$ cat src/rtl/weather_pkg.sv
// Shared definitions for the weather event arbiter: source ids, FSM states,
// default coefficient/offset constants and the grant-selection helpers.
package weather_pkg;

  localparam logic [1:0] SRC_TEMP = 2'd0;
  localparam logic [1:0] SRC_HUMI = 2'd1;
  localparam logic [1:0] SRC_WIND = 2'd2;

  typedef enum logic [1:0] {
    ST_IDLE = 2'd0,
    ST_CALC = 2'd1,
    ST_HOLD = 2'd2
  } state_t;

  localparam logic [3:0] DEF_TEMP_COEF = 4'd3;
  localparam logic [7:0] DEF_TEMP_OFS  = 8'd43;
  localparam logic [3:0] DEF_HUMI_COEF = 4'd1;
  localparam logic [7:0] DEF_HUMI_OFS  = 8'd52;
  localparam logic [3:0] DEF_WIND_COEF = 4'd8;
  localparam logic [7:0] DEF_WIND_OFS  = 8'd19;

  function automatic logic [1:0] nextSrc(input logic [1:0] src);
    return (src == SRC_WIND) ? SRC_TEMP : src + 2'd1;
  endfunction

  // First pending source strictly after the last grant, wrapping back to it last.
  function automatic logic [1:0] rrPick(input logic [2:0] pending, input logic [1:0] last);
    logic [1:0] c1;
    logic [1:0] c2;
    c1 = nextSrc(last);
    c2 = nextSrc(c1);
    if (pending[c1])      return c1;
    else if (pending[c2]) return c2;
    else                  return last;
  endfunction

  function automatic logic [1:0] fixedPick(input logic [2:0] pending);
    if (pending[SRC_WIND])      return SRC_WIND;
    else if (pending[SRC_HUMI]) return SRC_HUMI;
    else                        return SRC_TEMP;
  endfunction

endpackage

$ cat src/rtl/weather_shift_add_mac.sv
// Four-cycle shift-add engine: result = coef*mcand + ofs (mod 256).
// done and result are valid combinationally in the cycle that processes bit 3.
module weather_shift_add_mac (
  input  logic       CLK,
  input  logic       Reset,
  input  logic       start,
  input  logic [7:0] mcand,
  input  logic [3:0] coef,
  input  logic [7:0] ofs,
  output logic       done,
  output logic [7:0] result
);

  logic [7:0] r_mcand;
  logic [7:0] r_acc;
  logic [7:0] r_ofs;
  logic [3:0] r_coef;
  logic [1:0] r_bit;
  logic       r_run;
  logic [7:0] w_partial;
  logic [7:0] w_accNext;

  always_comb begin
    w_partial = r_coef[r_bit] ? (r_mcand << r_bit) : 8'd0;
    w_accNext = r_acc + w_partial;
  end

  assign done   = r_run && (r_bit == 2'd3);
  assign result = w_accNext + r_ofs;

  always_ff @(posedge CLK) begin
    if (Reset) begin
      r_mcand <= '0;
      r_acc   <= '0;
      r_ofs   <= '0;
      r_coef  <= '0;
      r_bit   <= '0;
      r_run   <= 1'b0;
    end else if (start) begin
      r_mcand <= mcand;
      r_coef  <= coef;
      r_ofs   <= ofs;
      r_acc   <= '0;
      r_bit   <= '0;
      r_run   <= 1'b1;
    end else if (r_run) begin
      r_acc <= w_accNext;
      r_bit <= r_bit + 2'd1;
      if (r_bit == 2'd3) r_run <= 1'b0;
    end
  end

endmodule

$ cat src/rtl/weather_event_arbiter.sv
// Shares one shift-add report engine between temp/humi/wind event lines.
// Define WEATHER_ARB_FIXED_PRIO_EN for fixed priority wind > humi > temp.
module weather_event_arbiter
  import weather_pkg::*;
#(
  parameter logic [3:0] TEMP_COEF = DEF_TEMP_COEF,
  parameter logic [7:0] TEMP_OFS  = DEF_TEMP_OFS,
  parameter logic [3:0] HUMI_COEF = DEF_HUMI_COEF,
  parameter logic [7:0] HUMI_OFS  = DEF_HUMI_OFS,
  parameter logic [3:0] WIND_COEF = DEF_WIND_COEF,
  parameter logic [7:0] WIND_OFS  = DEF_WIND_OFS
) (
  input  logic       CLK,
  input  logic       Reset,
  input  logic       ev_temp,
  input  logic       ev_humi,
  input  logic       ev_wind,
  input  logic       out_ready,
  output logic       out_valid,
  output logic [7:0] out_data,
  output logic [1:0] out_src,
  output logic [2:0] ovf,
  output logic       busy
);

  state_t     r_state;
  logic [7:0] r_count;
  logic [2:0] r_pending;
  logic [7:0] r_ts [3];
  logic [1:0] r_grant;
  logic       r_outValid;
  logic [7:0] r_outData;
  logic [1:0] r_outSrc;
  logic [2:0] r_ovf;
  logic       r_busy;
`ifndef WEATHER_ARB_FIXED_PRIO_EN
  logic [1:0] r_rrLast;
`endif

  logic [2:0] w_ev;
  logic       w_grantFire;
  logic [1:0] w_grantSrc;
  logic [2:0] w_clr;
  logic [7:0] w_mcand;
  logic [3:0] w_coef;
  logic [7:0] w_ofs;
  logic       w_macDone;
  logic [7:0] w_macResult;

  assign w_ev = {ev_wind, ev_humi, ev_temp};

  always_comb begin
    w_grantFire = (r_state == ST_IDLE) && (|r_pending);
`ifdef WEATHER_ARB_FIXED_PRIO_EN
    w_grantSrc  = fixedPick(r_pending);
`else
    w_grantSrc  = rrPick(r_pending, r_rrLast);
`endif
    w_clr = w_grantFire ? (3'b001 << w_grantSrc) : 3'b000;
    case (w_grantSrc)
      SRC_HUMI: begin w_mcand = r_ts[1]; w_coef = HUMI_COEF; w_ofs = HUMI_OFS; end
      SRC_WIND: begin w_mcand = r_ts[2]; w_coef = WIND_COEF; w_ofs = WIND_OFS; end
      default:  begin w_mcand = r_ts[0]; w_coef = TEMP_COEF; w_ofs = TEMP_OFS; end
    endcase
  end

  weather_shift_add_mac u_mac (
    .CLK    (CLK),
    .Reset  (Reset),
    .start  (w_grantFire),
    .mcand  (w_mcand),
    .coef   (w_coef),
    .ofs    (w_ofs),
    .done   (w_macDone),
    .result (w_macResult)
  );

  // A grant in the same cycle as a new event lets the event re-arm the flag.
  always_ff @(posedge CLK) begin
    if (Reset) begin
      r_state    <= ST_IDLE;
      r_count    <= '0;
      r_pending  <= '0;
      for (int i = 0; i < 3; i++) r_ts[i] <= '0;
      r_grant    <= SRC_TEMP;
      r_outValid <= 1'b0;
      r_outData  <= '0;
      r_outSrc   <= '0;
      r_ovf      <= '0;
      r_busy     <= 1'b0;
`ifndef WEATHER_ARB_FIXED_PRIO_EN
      r_rrLast   <= SRC_WIND;
`endif
    end else begin
      r_count <= r_count + 8'd1;
      for (int i = 0; i < 3; i++) begin
        if (w_ev[i]) begin
          if (r_pending[i] && !w_clr[i]) begin
            r_ovf[i] <= 1'b1;
          end else begin
            r_pending[i] <= 1'b1;
            r_ts[i]      <= r_count;
          end
        end else if (w_clr[i]) begin
          r_pending[i] <= 1'b0;
        end
      end
      case (r_state)
        ST_IDLE: begin
          if (w_grantFire) begin
            r_grant  <= w_grantSrc;
`ifndef WEATHER_ARB_FIXED_PRIO_EN
            r_rrLast <= w_grantSrc;
`endif
            r_busy   <= 1'b1;
            r_state  <= ST_CALC;
          end
        end
        ST_CALC: begin
          if (w_macDone) begin
            r_outData  <= w_macResult;
            r_outSrc   <= r_grant;
            r_outValid <= 1'b1;
            r_state    <= ST_HOLD;
          end
        end
        ST_HOLD: begin
          if (r_outValid && out_ready) begin
            r_outValid <= 1'b0;
            r_busy     <= 1'b0;
            r_state    <= ST_IDLE;
          end
        end
        default: r_state <= ST_IDLE;
      endcase
    end
  end

  assign out_valid = r_outValid;
  assign out_data  = r_outData;
  assign out_src   = r_outSrc;
  assign ovf       = r_ovf;
  assign busy      = r_busy;

endmodule

$ cat config.mk
export PLATFORM = sky130hd
export DESIGN_NAME = weather_event_arbiter
export DESIGN_NICKNAME = d
export VERILOG_FILES = /design/src/rtl/weather_pkg.sv /design/src/rtl/weather_shift_add_mac.sv /design/src/rtl/weather_event_arbiter.sv
export SDC_FILE = /design/constraint.sdc
export NUM_CORES = 1
export LEC_CHECK = 0
export ABC_AREA = 0
export CAP_MARGIN = 10
export CORE_UTILIZATION = 67
export CTS_BUF_LIST = sky130_fd_sc_hd__clkbuf_8
export CTS_CLUSTER_DIAMETER = 60
export DETAILED_ROUTE_END_ITERATION = 10
export MAX_ROUTING_LAYER = met4
export PLACE_DENSITY = 0.89
export SETUP_SLACK_MARGIN = 0.15
export SLEW_MARGIN = 40
export SYNTH_ARGS = -nofsm -noshare
export SYNTH_HDL_FRONTEND = slang
export SYNTH_SLANG_ARGS = --single-unit
$ cat constraint.sdc
create_clock -name CLK -period 10.6 [get_ports CLK]
set_input_delay 2.12 -clock CLK [delete_from_list [all_inputs] [get_ports CLK]]
set_output_delay 2.12 -clock CLK [all_outputs]
set_load 0.01 [all_outputs]
* Word-level counts from Yosys, hierarchy flattened
Memory sizes are Yosys's and may differ from the RTL's.
Index checks and enable logic that the tools add are counted.
** Operators by class
- $add $sub $neg :: 6
- $lt $le $gt $ge :: 3
- Eq/ne operators :: 13
- Shifts and indexed selects :: 2
- Muxes and demuxes :: 53
- Bitwise logic cells :: 3
- Reductions and logical operators :: 28
** Operators by type and width (number)
- $mux W1 :: 32
- $mux W8 :: 4
- $add A8 B8 Y8 :: 2
- $pmux W8 S2 :: 1
- $reduce_and A2 Y1 :: 8
- $mux W2 :: 7
- $pmux W6 S2 :: 1
- $eq A2 B2 Y1 const B :: 5
- $reduce_bool A2 Y1 :: 5
- $lt A2 B3 Y1 const B :: 3
- $reduce_and A3 Y1 :: 3
- $add A8 B1 Y8 const B :: 1
- $ne A2 B2 Y1 const B :: 4
- $pmux W4 S2 :: 1
- $shl A8 B2 Y8 :: 1
- $add A2 B1 Y2 const B :: 3
- $bmux W1 S2 :: 3
- $logic_and A1 B1 Y1 :: 6
- $pmux W2 S3 :: 1
- $eq A2 B1 Y1 const B :: 2
- $ne A2 B1 Y1 const B :: 2
- $pmux W1 S2 :: 2
- $logic_not A1 Y1 :: 3
- $mux W3 :: 1
- other kinds (5) :: 7
** Storage, ports and cells
- Register bits :: 63
- Memory bits (writable) :: 24
- Input port bits :: 6
- Output and inout bits :: 15
- Word-level logic and storage cells :: 129
- Memories :: 1
** Memory list
- r_ts :: depth 3, bits a word 8, rd ports 3, clocked after memory_dff 0, write ports 3, line weather_event_arbiter.sv:29 : logic [7:0] r_ts [3];

* Longest topological paths before layout
Gate-level depths: netlist (run 1).
- Depth after elaboration :: 17
- Depth in mapped cells :: 15
- Depth with buffers taken out :: 14

* Hierarchy
A second synthesis (run 1) with hierarchy kept.
** Second synthesis, totals
- Cells, all modules :: 402
- Area, all modules :: 4172.8 µm²
** By module, submodules not included
- weather_event_arbiter :: times used 1, cells an instance 201, area each 2275.9 µm², seq. area each 1341.3 µm²
- weather_shift_add_mac :: times used 1, cells an instance 201, area each 1896.8 µm², seq. area each 620.6 µm²

* Worst setup path after synthesis (run 1)
Ideal clock, no wire load.
- Kind :: register to register
- Start point :: register u_mac.r_bit[0]
- End point :: register r_outData[7], in the netlist out_data[7]
- Library setup time :: 88 ps
- Data arrival time :: 3399 ps
- Data required time :: 10512 ps
- Path slack :: 7113 ps
- Stages on the path, launching flop included :: 15
- Buffers on the path :: 1
- Clock period less this slack :: 3487 ps
- Cell sequence :: dfxtp_1 > buf_1 > mux4_1 > nor2b_1 > ha_1 > a21o_1 > a21oi_1 > nand2_1 > xor2_1 > ha_1 > o21a_1 > o31a_1 > o21ai_0 > nand3_1 > a311oi_2
** Between the ends
- Longest elaborated chain between the ends :: 5
- Elaborated cells between the ends (all ways) :: 9
- Those cells by class :: 2 x add/sub; 1 x eq/ne; 1 x shift; 3 x mux; 2 x reduce/logical
** RTL lines
- start: declaration :: line weather_shift_add_mac.sv:18 : logic [1:0] r_bit;
- start signal: assignment :: line weather_shift_add_mac.sv:48 : r_bit <= r_bit + 2'd1;
- $bmux W1 S2 :: line weather_shift_add_mac.sv:24 : w_partial = r_coef[r_bit] ? (r_mcand << r_bit) : 8'd0;
- $mux W1 (not written as such) :: line weather_shift_add_mac.sv:24
- $mux W8 * :: line weather_shift_add_mac.sv:24
- $add A8 B8 Y8 * :: line weather_shift_add_mac.sv:25 : w_accNext = r_acc + w_partial;
- named net u_mac.w_accNext[5] :: line weather_shift_add_mac.sv:21 : logic [7:0] w_accNext;
- $add A8 B8 Y8 * :: line weather_shift_add_mac.sv:29 : assign result = w_accNext + r_ofs;
- end signal: assignment :: line weather_event_arbiter.sv:121 : r_outData <= w_macResult;
- end: declaration :: line weather_event_arbiter.sv:32 : logic [7:0] r_outData;
Mark *: on every way through the listed nets, which the timed path passes. The rest lies on a longest branch. The select of a mux whose other input is x is not followed.
A chain may end at the register's enable or synchronous reset.

* Worst setup path in the final report (run 1)
- Start point :: register u_mac.r_bit[1]
- End point :: register r_outData[7], in the netlist out_data[7]
The elaborated chain is that of the path after synthesis.

==> metrics.txt, run 1 <==
Final Skew 12.0 ps; R2R Path Start u_mac.r_bit[1]; Fmax 270 MHz; Final min period 3710 ps; worst reg-to-reg setup slack 6890 ps; sum of negative setup slack 0 ps; Post-CTS Hold Fix Bufs 0; Post-Syn Area 0.00386 mm²; EDFF count, synth 24; DR pass1 iterations 4; RSZ-0062 raised after global routing false; Worst setup SP type flip-flop; #FFs+latches synth 80; cell area after placement 0.00408 mm²; ANT nets after route 0; Ys Warns 0; number of port buffers 20; die area 0.00606 mm²; max_slew headroom 0.531; CTS Buffer Depth 2; Req. time, crit path 10870 ps; wirelength, routed 7290 µm; Hold Path Cell Cnt 2; Pleak 1.69 nW; DR DRC count 0; DR iter-0 viols 152; cts bufs inserted 9; sequential-to-total area share from yosys stat 0.477; Synth Flop Type dfxtp_1; Reg-to-Reg End out_data[7]; final core occ 0.771; status finished, final reports clean; CTS clock-pin slew for the worst setup and hold paths 80 ps; # rows 27; Hold Vio Cnt, Final 0; Syn Inst Count 396; Num Clock Sinks 80; hpwl dp 5140 µm; cell area after layout 0.00427 mm²; post-synthesis area per instance 9.74 µm²; # resized after CTS 0; CORE AREA 0.00554 mm²; critical path arrival 3980 ps; Power per Cell Area 156 mW/mm²; Worst Hold End out_src[1]; initial antenna violation count 0; cell taking the most area after synthesis dfxtp_1; Syn Nets 425; post-CTS setup buffers 0; Worst Reg2Reg Path Length in Cells 14; die width 77.9 µm; fin nets 439; H-tree levels 3; Via Count 2825; number of unique standard cell types used by synthesis 49; worst min path class flip-flop to flip-flop; FFs w/ async S/R, synth 0; Crit. End Element flip-flop; vias per inst 5.80; start point of the worst min-delay path out_src[1]; vias in the first global route 2694; layout cells sized above 1 0.0602; kind of critical path flip-flop to flip-flop; die height 77.9 µm; Root Buffer clkbuf_8; first-pass GRT wire length 12200 µm; Top-Level Pins 21; largest net degree at the start of global routing 54; final setup fails 0; Avg WL per Cell 15.0 µm; Worst-Skew Late Latency 350 ps; Critical Path Fanout Max 13; actual slew at the worst max-slew pin 702 ps; Max Slew Vio Count 0; GR Overflow Total 0; RePlAce Congestion 0.868; CTS tree yes; initial core utilization 0.696; Area growth syn-to-layout 10.8%; Max Cap Violations 0; Final Cycle Share 0.350; Worst VDD drop 124 µV; global-route usage over all layers 0.272; Yosys top cell area share 0.291; Synth area leaders dfxtp_1, edfxtp_1, ha_1; # diodes 0
worst max-delay path by stage:
stage | end | slack, ps | from | depth (start not counted)
global placement | r_ts[0][12] | 7030 | ev_temp | 4
detailed placement | out_data[7] | 6930 | u_mac.r_bit[1] | 14
finish | out_data[7] | 6890 | u_mac.r_bit[1] | 14
CTS | out_data[7] | 6890 | u_mac.r_bit[1] | 14
floorplan | out_data[7] | 7110 | u_mac.r_bit[0] | 14
global route | out_data[7] | 6640 | u_mac.r_bit[1] | 14
kinds of logic (layout without fill, tap and decap cells):
kind of cell / after synthesis / in the layout / synth area share
simple gates: 150 / 150 / 0.183
compound gates: 91 / 91 / 0.149
flops: 80 / 80 / 0.477
buf+inv: 24 / 43 / 0.0263
fa+ha+maj: 23 / 23 / 0.0785
xor+xnor: 14 / 14 / 0.0318
mux: 14 / 14 / 0.0535
layout by cell type, fill, tap and decap left out, types with 10 or more instances in the layout:
| cell type | instances |
|---|---|
| a21oi_1 | 39 |
| clkbuf_8 | 10 |
| clkdlybuf4s50_1 | 19 |
| dfxtp_1 | 56 |
| edfxtp_1 | 24 |
| ha_1 | 21 |
| nand2_1 | 50 |
| nand3_1 | 11 |
| nor2_1 | 48 |
| o21ai_0 | 16 |
routing by layer:
metal / wire length [µm] / global-route usage
met1: 3100 / 0.300
met2: 3830 / 0.468
met3: 201 / 0.0612
met4: 155 / 0.123
met5: 0 / -
power by group:
part | total [mW] | internal, mW | switching, mW
registers | 0.352 | 0.334 | 0.0183
logic | 0.0889 | 0.0361 | 0.0528
clock network | 0.223 | 0.114 | 0.109
layout make-up:
type	instances	area, µm²
multi-input combinational	292	1910
sequential	80	1840
fill	368	1270
timing repair buffer	22	210
clock buffer	10	138
tap	72	90.1
clock inverter	6	60.1
inverter	5	18.8
state kept, by name (all words and copies together), names as in the netlist, 2 cells and up:
register	flops
r_grant	2
u_mac.r_ofs	4
r_state	2
r_pending	3
out_src	2
u_mac.r_acc	8
u_mac.r_bit	2
ovf	3
u_mac.r_mcand	8
u_mac.r_coef	2
r_count	8
out_data	8
r_ts	24
cell usage after synthesis, types with 5 or more instances:
library cell,instances
a211oi_1,6
a21o_1,6
a21oi_1,39
a22oi_1,8
and2_1,9
clkbuf_1,13
dfxtp_1,56
edfxtp_1,24
ha_1,21
inv_1,5
mux2i_1,9
nand2_1,50
nand2b_1,9
nand3_1,11
nor2_1,48
nor2b_1,9
o21ai_0,16
xnor2_1,8
xor2_1,6
worst max-delay path, stage by stage (launching register included):
cell	delay (ps)
dfxtp_1	610
mux2_2	390
a21oi_1	330
nor2b_1	100
ha_1	360
a21o_1	200
a21oi_1	180
nand2_1	90
xor2_1	230
ha_1	300
o21a_1	110
o31a_1	110
o21ai_0	220
nand3_1	130
a311oi_2	270
through the flow:
| step | hold slack, ps | power (mW) | worst slack (ps) | instances |
|---|---|---|---|---|
| 6_report | 455 | 0.665 | 6890 | 487 |
| 2_1_floorplan | 421 | 0.421 | 7110 | 396 |
| 3_3_place_gp | 440 | 0.441 | 7030 | 471 |
| 3_5_place_dp | 446 | 0.447 | 6930 | 471 |
| 4_1_cts | 457 | 0.666 | 6890 | 487 |
| 5_1_grt | 482 | 0.693 | 6640 | 487 |
No activity file was read; power rests on OpenSTA's default activity.
==> run 2, diff against run 1 <==
CORE_UTILIZATION = 56   (was 67)
PLACE_DENSITY = 0.79   (was 0.89)
clock period = 3.28 ns   (was 10.6 ns; I/O delays follow)
==> metrics.txt, run 2 (synthesized netlist as in run 1, its figures left out) <==
Final Skew 13.3 ps (was 12.0 ps); cell area after layout 0.00465 mm² (was 0.00427 mm²); kind of critical path flip-flop to flip-flop (unchanged); critical path arrival 3370 ps (was 3980 ps); Pint 1.66 mW (was 484 µW); status finished, final reports clean (unchanged); CP max-delay cell dfxtp_4 (was dfxtp_1); Worst-Skew Late Latency 370 ps (was 350 ps); final core occ 0.716 (was 0.771); sum of negative setup slack 0 ps (unchanged); wirelength, routed 7860 µm (was 7290 µm); switching pwr 605 µW (was 180 µW); Top-Level Pins 21 (unchanged); most frequent cells in the layout dfxtp_1, nand2_1, nor2_1 (unchanged); actual slew at the worst max-slew pin 716 ps (was 702 ps); DR pass1 iterations 4 (unchanged); worst min path class flip-flop to flip-flop (unchanged); first-pass GRT wire length 12400 µm (was 12200 µm); CTS clock-pin slew for the worst setup and hold paths 90 ps (was 80 ps); max_slew headroom 0.522 (was 0.531); Clock power frac 0.342 (was 0.336); ANT nets after route 0 (unchanged); DR DRC count 0 (unchanged); die height 85.0 µm (was 77.9 µm); fin nets 461 (was 439); CP Cell Sequence mux2_4 -> a21oi_4 -> nor2_2 -> ha_4 -> nor2b_4 -> nor2_4 -> xnor2_2 -> ha_4 -> o21ai_2 -> nor2_2 -> o31a_1 -> o21ai_2 -> nand3_2 -> a311oi_2 (was mux2_2 -> a21oi_1 -> nor2b_1 -> ha_1 -> a21o_1 -> a21oi_1 -> nand2_1 -> xor2_1 -> ha_1 -> o21a_1 -> o31a_1 -> o21ai_0 -> nand3_1 -> a311oi_2); largest net degree at the start of global routing 28 (was 54); Max Cap Violations 0 (unchanged); vias in the first global route 2683 (was 2694); initial core utilization 0.594 (was 0.696); Final min period 3100 ps (was 3710 ps); Worst setup SP type flip-flop (unchanged); Register Area 0.00185 mm² (was 0.00184 mm²); Fmax 323 MHz (was 270 MHz); Power per Cell Area 487 mW/mm² (was 156 mW/mm²); number of flip-flops in the largest register 24 (unchanged); Hold WS 459 ps (was 455 ps); Post-Place Setup Slack 28.7 ps (was 6930 ps); Top reg by flops r_ts (unchanged); initial antenna violation count 0 (unchanged); DR iter-0 viols 134 (was 152); Req. time, crit path 3550 ps (was 10870 ps); final setup fails 0 (unchanged); GR Overflow Total 0 (unchanged); Comb pwr share 0.160 (was 0.134); Avg WL per Cell 15.3 µm (was 15.0 µm); commonest non-fill, non-tap cell in the layout dfxtp_1 (unchanged); number of port buffers 20 (unchanged); vias per inst 5.71 (was 5.80); CORE AREA 0.00649 mm² (was 0.00554 mm²); # fillers 492 (was 368); # diodes 0 (unchanged); area used by multi-input combinational logic 0.00209 mm² (was 0.00191 mm²); CTS Buffer Depth 2 (unchanged); Post-CTS Hold Fix Bufs 0 (unchanged); hpwl dp 4930 µm (was 5140 µm); Max Slew Vio Count 0 (unchanged); layout cells sized above 1 0.174 (was 0.0602); Final Cycle Share 0.944 (was 0.350); PnR worst setup slack 185 ps (was 6890 ps); # rows 29 (was 27); Num Clock Sinks 80 (unchanged); global-route usage over all layers 0.226 (was 0.272); RSZ-0062 raised after global routing true (was false); Root Buffer clkbuf_8 (unchanged); CTS tree yes (unchanged); Via Count 2934 (was 2825); Critical Path Fanout Max 8 (was 13); die area 0.00722 mm² (was 0.00606 mm²); Area growth syn-to-layout 20.6% (was 10.8%); Crit. End Element flip-flop (unchanged); RePlAce Congestion 0.804 (was 0.868); Flop pwr share 0.498 (was 0.530); Pleak 1.82 nW (was 1.69 nW); Hold Vio Cnt, Final 0 (unchanged); Crit path max-delay family compound AO/OA/AOI/OAI gates (unchanged); CP bufs+invs 0 (unchanged); cts bufs inserted 9 (unchanged); die width 85.0 µm (was 77.9 µm); Slowest Stage Delay on Critical Path 420 ps (was 610 ps); Worst VDD drop 425 µV (was 124 µV); cell area after placement 0.00413 mm² (was 0.00408 mm²); Sw Share 0.267 (was 0.272); H-tree levels 3 (unchanged)
-- run 2: cell types whose count changed in the layout (fill, tap and decap cells not counted), moves of 3 or more --
| cell | previous run | this run |
|---|---|---|
| a21oi_2 | 0 | 4 |
| ha_1 | 21 | 14 |
| ha_4 | 0 | 5 |
| dfxtp_1 | 56 | 53 |
| nor2b_4 | 0 | 3 |
| nor2b_1 | 9 | 6 |
| nor2_1 | 48 | 45 |
| a21oi_1 | 39 | 34 |
| buf_4 | 2 | 21 |
-- run 2: power by group through the flow --
stage,logic [mW],clock network (mW),registers (mW)
after floorplan,0.231,0,1.14
after global placement,0.296,0,1.14
after detailed placement,0.302,0,1.15
after CTS,0.315,0.786,1.12
after global routing,0.401,0.830,1.14
final,0.362,0.774,1.13
-- run 2: worst register-to-register path, stage by stage (launching register included) --
cell	delay [ps]
dfxtp_4	420
mux2_4	330
a21oi_4	200
nor2_2	80
ha_4	290
nor2b_4	160
nor2_4	50
xnor2_2	230
ha_4	260
o21ai_2	60
nor2_2	70
o31a_1	330
o21ai_2	170
nand3_2	90
a311oi_2	270
-- run 2: per-layer routing --
layer | wire, µm | vias to the layer above | track usage
met5 | 0 | - | -
met4 | 227 | 0 | 0.0755
met3 | 275 | 26 | 0.0593
met2 | 3920 | 62 | 0.383
met1 | 3430 | 1376 | 0.261
li1 | - | 1470 | -
-- run 2: metrics by stage --
step	power, mW	instances
floorplan	1.37	396
global placement	1.44	481
detailed placement	1.45	481
CTS	2.22	502
global route	2.37	514
finish	2.27	514
-- run 2: layout make-up --
| type | count | share of cell area |
|---|---|---|
| repair buffers | 44 | 0.0817 |
| clock inverters | 7 | 0.0191 |
| multi-input cells | 292 | 0.450 |
| clock buffers | 9 | 0.0266 |
| inverters | 5 | 0.00403 |
| flip-flops and latches | 80 | 0.398 |
| well taps | 77 | 0.0207 |
-- run 2: what timing repair did --
| item | 4_1_cts | 5_1_grt |
|---|---|---|
| buffers inserted | 5 | 12 |
| pin swaps | 2 | 25 |
| resized for setup | 4 | 35 |
| setup endpoints to repair | 2 | 3 |
-- run 2: worst paths after layout --
path | start | end | slack (ps) | cells past startpoint
hold reg to reg | out_data[4] | out_data[4] | 460 | 2
setup / recovery | u_mac.r_bit[1] | out_data[7] | 180 | 14
hold / removal | out_data[4] | out_data[4] | 460 | 2
setup reg to reg | u_mac.r_bit[1] | out_data[7] | 180 | 14
